`src/rtl/fetch_pkg.sv`:
```
// rtl/fetch_pkg.sv - shared types and constants for the instruction fetch front end
package fetch_pkg;

  typedef struct packed {
    logic [31:0] pc;
    logic [31:0] instr;
  } fetch_entry_t;

  localparam logic [31:0] INSTR_NOP        = 32'h0000_0013;
  localparam logic [31:0] DEFAULT_RESET_PC = 32'h0000_0000;

endpackage

```
`src/rtl/fetch_fifo.sv`:
```
// rtl/fetch_fifo.sv - instruction buffer of {pc, instr} entries
// Flush has priority over push and pop; pop on empty is ignored.
module fetch_fifo
  import fetch_pkg::*;
#(
  parameter int DEPTH = 4
) (
  input  logic                       clk,
  input  logic                       reset,
  input  logic                       flush_i,
  input  logic                       push_i,
  input  logic                       pop_i,
  input  fetch_entry_t               wdata_i,
  output fetch_entry_t               rdata_o,
  output logic [$clog2(DEPTH):0]     count_o,
  output logic                       full_o,
  output logic                       empty_o
);

  localparam int AW = $clog2(DEPTH);
  localparam int CW = AW + 1;

  fetch_entry_t   mem_q [DEPTH];
  logic [AW-1:0]  wptr_q, wptr_d;
  logic [AW-1:0]  rptr_q, rptr_d;
  logic [CW-1:0]  count_q, count_d;
  logic           do_push, do_pop;

  assign do_push = push_i & ~flush_i;
  assign do_pop  = pop_i & ~flush_i & ~empty_o;

  always_comb begin
    wptr_d  = wptr_q;
    rptr_d  = rptr_q;
    count_d = count_q + CW'(do_push) - CW'(do_pop);
    if (do_push) wptr_d = wptr_q + AW'(1);
    if (do_pop)  rptr_d = rptr_q + AW'(1);
    if (flush_i) begin
      wptr_d  = '0;
      rptr_d  = '0;
      count_d = '0;
    end
  end

  always_ff @(posedge clk) begin
    if (reset) begin
      wptr_q  <= '0;
      rptr_q  <= '0;
      count_q <= '0;
    end else begin
      wptr_q  <= wptr_d;
      rptr_q  <= rptr_d;
      count_q <= count_d;
    end
  end

  // Storage carries no reset; validity is tracked entirely by count_q.
  always_ff @(posedge clk) begin
    if (do_push) mem_q[wptr_q] <= wdata_i;
  end

  assign rdata_o = mem_q[rptr_q];
  assign count_o = count_q;
  assign full_o  = (count_q == CW'(DEPTH));
  assign empty_o = (count_q == '0);

endmodule

```
`src/rtl/fetch_unit.sv`:
```
// rtl/fetch_unit.sv - fetch PC, credit-limited imem requests, buffered decode handoff
// FETCH_BYPASS_EN: forward a response straight to decode when the buffer is empty.
module fetch_unit
  import fetch_pkg::*;
#(
  parameter int          FIFO_DEPTH      = 4,
  parameter int          MAX_OUTSTANDING = 2,
  parameter logic [31:0] RESET_PC        = DEFAULT_RESET_PC
) (
  input  logic        clk,
  input  logic        reset,
  output logic        imem_req,
  output logic [31:0] imem_addr,
  input  logic        imem_gnt,
  input  logic        imem_rvalid,
  input  logic [31:0] imem_rdata,
  input  logic        redirect_valid,
  input  logic [31:0] redirect_pc,
  output logic        inst_valid,
  input  logic        inst_ready,
  output logic [31:0] inst_data,
  output logic [31:0] inst_pc
);

  localparam int CW = $clog2(FIFO_DEPTH) + 1;
  localparam int OW = $clog2(MAX_OUTSTANDING + 1);

  logic [31:0]   fetch_pc_q, fetch_pc_d;
  logic [31:0]   resp_pc_q, resp_pc_d;
  logic [OW-1:0] outstanding_q, outstanding_d;
  logic [OW-1:0] discard_q, discard_d;

  logic          fifo_push, fifo_pop, fifo_full, fifo_empty;
  logic [CW-1:0] fifo_count;
  fetch_entry_t  fifo_head, head;
  logic          issue, grant, keep_resp, bypass;
  logic [31:0]   target_pc;
  logic          unused_redirect_lsbs;

  // Credits: an answered request must always find a free buffer slot.
  assign issue = (32'(outstanding_q) < MAX_OUTSTANDING) &&
                 ((32'(fifo_count) + 32'(outstanding_q)) < 32'(FIFO_DEPTH));

  assign imem_req  = issue & ~redirect_valid & ~reset;
  assign imem_addr = fetch_pc_q;
  assign grant     = imem_req & imem_gnt;
  assign keep_resp = imem_rvalid & (discard_q == '0) & ~redirect_valid;

  assign target_pc            = {redirect_pc[31:2], 2'b00};
  assign unused_redirect_lsbs = ^redirect_pc[1:0];

  always_comb begin
    fetch_pc_d    = fetch_pc_q;
    resp_pc_d     = resp_pc_q;
    discard_d     = discard_q;
    outstanding_d = outstanding_q + OW'(grant) - OW'(imem_rvalid);
    if (redirect_valid) begin
      fetch_pc_d = target_pc;
      resp_pc_d  = target_pc;
      discard_d  = outstanding_q - OW'(imem_rvalid);
    end else begin
      if (grant) fetch_pc_d = fetch_pc_q + 32'd4;
      if (imem_rvalid) begin
        if (discard_q != '0) discard_d = discard_q - OW'(1);
        else                 resp_pc_d = resp_pc_q + 32'd4;
      end
    end
  end

  always_ff @(posedge clk) begin
    if (reset) begin
      fetch_pc_q    <= RESET_PC;
      resp_pc_q     <= RESET_PC;
      outstanding_q <= '0;
      discard_q     <= '0;
    end else begin
      fetch_pc_q    <= fetch_pc_d;
      resp_pc_q     <= resp_pc_d;
      outstanding_q <= outstanding_d;
      discard_q     <= discard_d;
    end
  end

`ifdef FETCH_BYPASS_EN
  assign bypass     = fifo_empty & keep_resp;
  assign head       = bypass ? fetch_entry_t'{pc: resp_pc_q, instr: imem_rdata} : fifo_head;
  assign inst_valid = (~fifo_empty | bypass) & ~reset;
`else
  assign bypass     = 1'b0;
  assign head       = fifo_head;
  assign inst_valid = ~fifo_empty & ~reset;
`endif

  assign inst_data = inst_valid ? head.instr : '0;
  assign inst_pc   = inst_valid ? head.pc    : '0;
  assign fifo_push = keep_resp & ~(bypass & inst_ready);
  assign fifo_pop  = inst_valid & inst_ready & ~fifo_empty;

  fetch_fifo #(
    .DEPTH (FIFO_DEPTH)
  ) u_fifo (
    .clk     (clk),
    .reset   (reset),
    .flush_i (redirect_valid),
    .push_i  (fifo_push),
    .pop_i   (fifo_pop),
    .wdata_i (fetch_entry_t'{pc: resp_pc_q, instr: imem_rdata}),
    .rdata_o (fifo_head),
    .count_o (fifo_count),
    .full_o  (fifo_full),
    .empty_o (fifo_empty)
  );

  always_ff @(posedge clk) begin
    if (!reset) assert (!(fifo_push && fifo_full));
  end

endmodule

```
`config.mk`:
```
export PLATFORM = sky130hd
export DESIGN_NAME = fetch_unit
export DESIGN_NICKNAME = d
export VERILOG_FILES = /design/src/rtl/fetch_pkg.sv /design/src/rtl/fetch_fifo.sv /design/src/rtl/fetch_unit.sv
export SDC_FILE = /design/constraint.sdc
export NUM_CORES = 1
export LEC_CHECK = 0
export CAP_MARGIN = 25
export CORE_MARGIN = 2
export CORE_UTILIZATION = 35
export DETAILED_ROUTE_END_ITERATION = 6
export DONT_BUFFER_PORTS = 1
export GPL_TIMING_DRIVEN = 1
export HOLD_SLACK_MARGIN = 0.15
export RECOVER_POWER = 100
export SLEW_MARGIN = 30
export SYNTH_ARGS = -nofsm -noshare
export SYNTH_HDL_FRONTEND = slang
export SYNTH_HIERARCHICAL = 1
export SYNTH_SLANG_ARGS = --single-unit
```
`constraint.sdc`:
```
create_clock -name clk -period 4.1 [get_ports clk]
set_input_delay 0.205 -clock clk [delete_from_list [all_inputs] [get_ports clk]]
set_output_delay 0.205 -clock clk [all_outputs]
set_load 0.05 [all_outputs]
```
==> run summary <==
Status: finished, final reports clean
CTS Sinks: 329
Total congestion overflow: 0
Starting Density: 35.6%
Setup Skew: 19.0 ps
Setup WS post-layout: 694 ps
Post-route minimum period: 3410 ps
Most frequent cells in the layout: edfxtp_1 (256), dfxtp_1 (71), dlygate4sd3_1 (70), and2_0 (65), mux4_2 (60)
Antenna diodes: 0
Max cap viols: 0
First-pass iteration count of the detailed router: 5
Sum Neg Setup Slack: 0 ps
First-pass GRT wire length: 46.8 mm
Worst hold slack: 201 ps
Pre-CTS WS: 1470 ps
Max-slew violation count: 0
Routed len/inst: 19.7 um
Required @ worst endpoint: 4260 ps
Max_slew headroom: 0.950%
Crit Path Class: flop to flop
Final Cell Area: 0.0162 mm2
Layout fillers: 3520
Commonest non-fill, non-tap cell in the layout: edfxtp_1
Largest net degree at the start of global routing: 70
Die Span Y: 203 um
Final worst-path cycle share: 83.1%
DIE WIDTH: 203 um
Met3 Use GR: 4.04%
Vias post-DR: 7813
Startpoint Class: flop
Crit. End Element: flop
Antenna violations before repair: 0
DRC: 0
Final hold violation count: 0
Post-Route WL: 30.1 mm
Reg clk slew, reported paths: 60 ps
H-tree depth: 2
CTS tree: built
Site Rows: 72
Later-pin clock latency in the skew report: 530 ps
GRT Total Usage: 14.9%
Layout cells sized above 1: 13.3%
Crit-path slowest cell: and2_2
Post-DP HPWL: 18.4 mm
RSZ-0062 raised after global routing: no
CTS max path bufs: 3
Pwr per Cell Area: 443 mW/mm2
Hold Path Origin: redirect_valid
GR peak layer: met2
Worst hold path type: primary input to flop
Met2 Track Usage GR: 23.4%
Initial DRC count: 464
Reg-to-Reg Start: discard_q[0]$_SDFFE_PP0P_
Highest Clock Rate: 294 MHz
# resized after CTS: 0
Vias in the first global route: 7900
Die Area: 0.0411 mm2
Gate Count Post-Synth: 907
Met1 GRT Util: 20.4%
Final nets: 1070
YS warnings: 6
Slew @ Worst Pin: 1490 ps
Core footprint: 0.0388 mm2
Ports: 168
Vias/cell: 5.11
CTS Buf Count: 37
Port bufs: 0
Detail Route Antenna Nets: 0
Worst path top cell family by delay: simple AND/OR/NAND/NOR gates
Buf/Inv on CP: 2
Routability cong.: 0.800
Cell Area, Placed: 0.0144 mm2
Crit path cell chain: inv_1, ha_1, nand2_1, nor2_1, nor2b_1, and2_2, clkbuf_2
Final Util: 41.6%
Mapped Area: 0.0138 mm2
Critical path fanouts, max: 42
Slowest stage delay, CP: 1060 ps
Leakage: 5.06 nW
Data arrival, critical path: 3560 ps
Worst vdd ir: 0.298 mV
Mean area per synthesized cell: 15.2 um2
Final setup vio count: 0
Clk root buf: clkbuf_16
Area Growth Syn to Fin: 16.9%
CP Launch Point: discard_q[0]$_SDFFE_PP0P_
[cell type report]
type	count	area [um2]	share of cell area, %
inverters	24	90.1	0.557
clock buffers	51	978	6.05
multi-input cells	511	4280	26.5
clock inverters	12	106	0.658
flip-flops and latches	329	9160	56.7
repair buffers	83	897	5.55
well taps	518	648	4.01
[tightest hold or removal path, cell delays in order]
cell and delay [ps]:
nor2_1 170, o21ai_0 220, a21oi_1 80
[sequential cells by signal, indices dropped and copies added (netlist names), named ones only]
signal          count
discard_q           2
imem_addr          30
outstanding_q       2
resp_pc_q          30
u_fifo/count_o      3
u_fifo/mem_q      256
u_fifo/rptr_q       2
u_fifo/wptr_q       2
[power breakdown]
group          internal, W  leakage [nW]  switching (W)
registers          0.00366          2.93       0.000144
logic             0.000139          1.61       0.000172
clock network      0.00178         0.524        0.00125
[metrics by stage]
step / cells / total power, W
2_1_floorplan: 916 / 0.00404
3_3_place_gp: 1391 / 0.00409
3_5_place_dp: 1393 / 0.00410
4_1_cts: 1528 / 0.00727
5_1_grt: 1528 / 0.00744
6_report: 1528 / 0.00715
[worst paths after layout]
check | endpoint | slack, ps | cells after the start
setup / recovery | u_fifo/mem_q[2][5]$_DFFE_PP_ | 690 | 7
setup reg to reg | u_fifo/mem_q[2][5]$_DFFE_PP_ | 690 | 7
hold / removal | imem_addr[4]$_SDFFE_PP0P_ | 200 | 3
hold reg to reg | u_fifo/mem_q[3][63]$_DFFE_PP_ | 530 | 0
[layer usage]
layer,vias up,share of wire (%)
met5,-,0
met4,0,2.0
met3,41,6.2
met2,232,46
met1,3890,46
li1,3650,-
[timing repair]
item,in CTS,in global routing
endpoints found under the hold margin,201,0
hold buffers,72,0
buffers inserted,0,0
(Power assumes the default switching activity.)
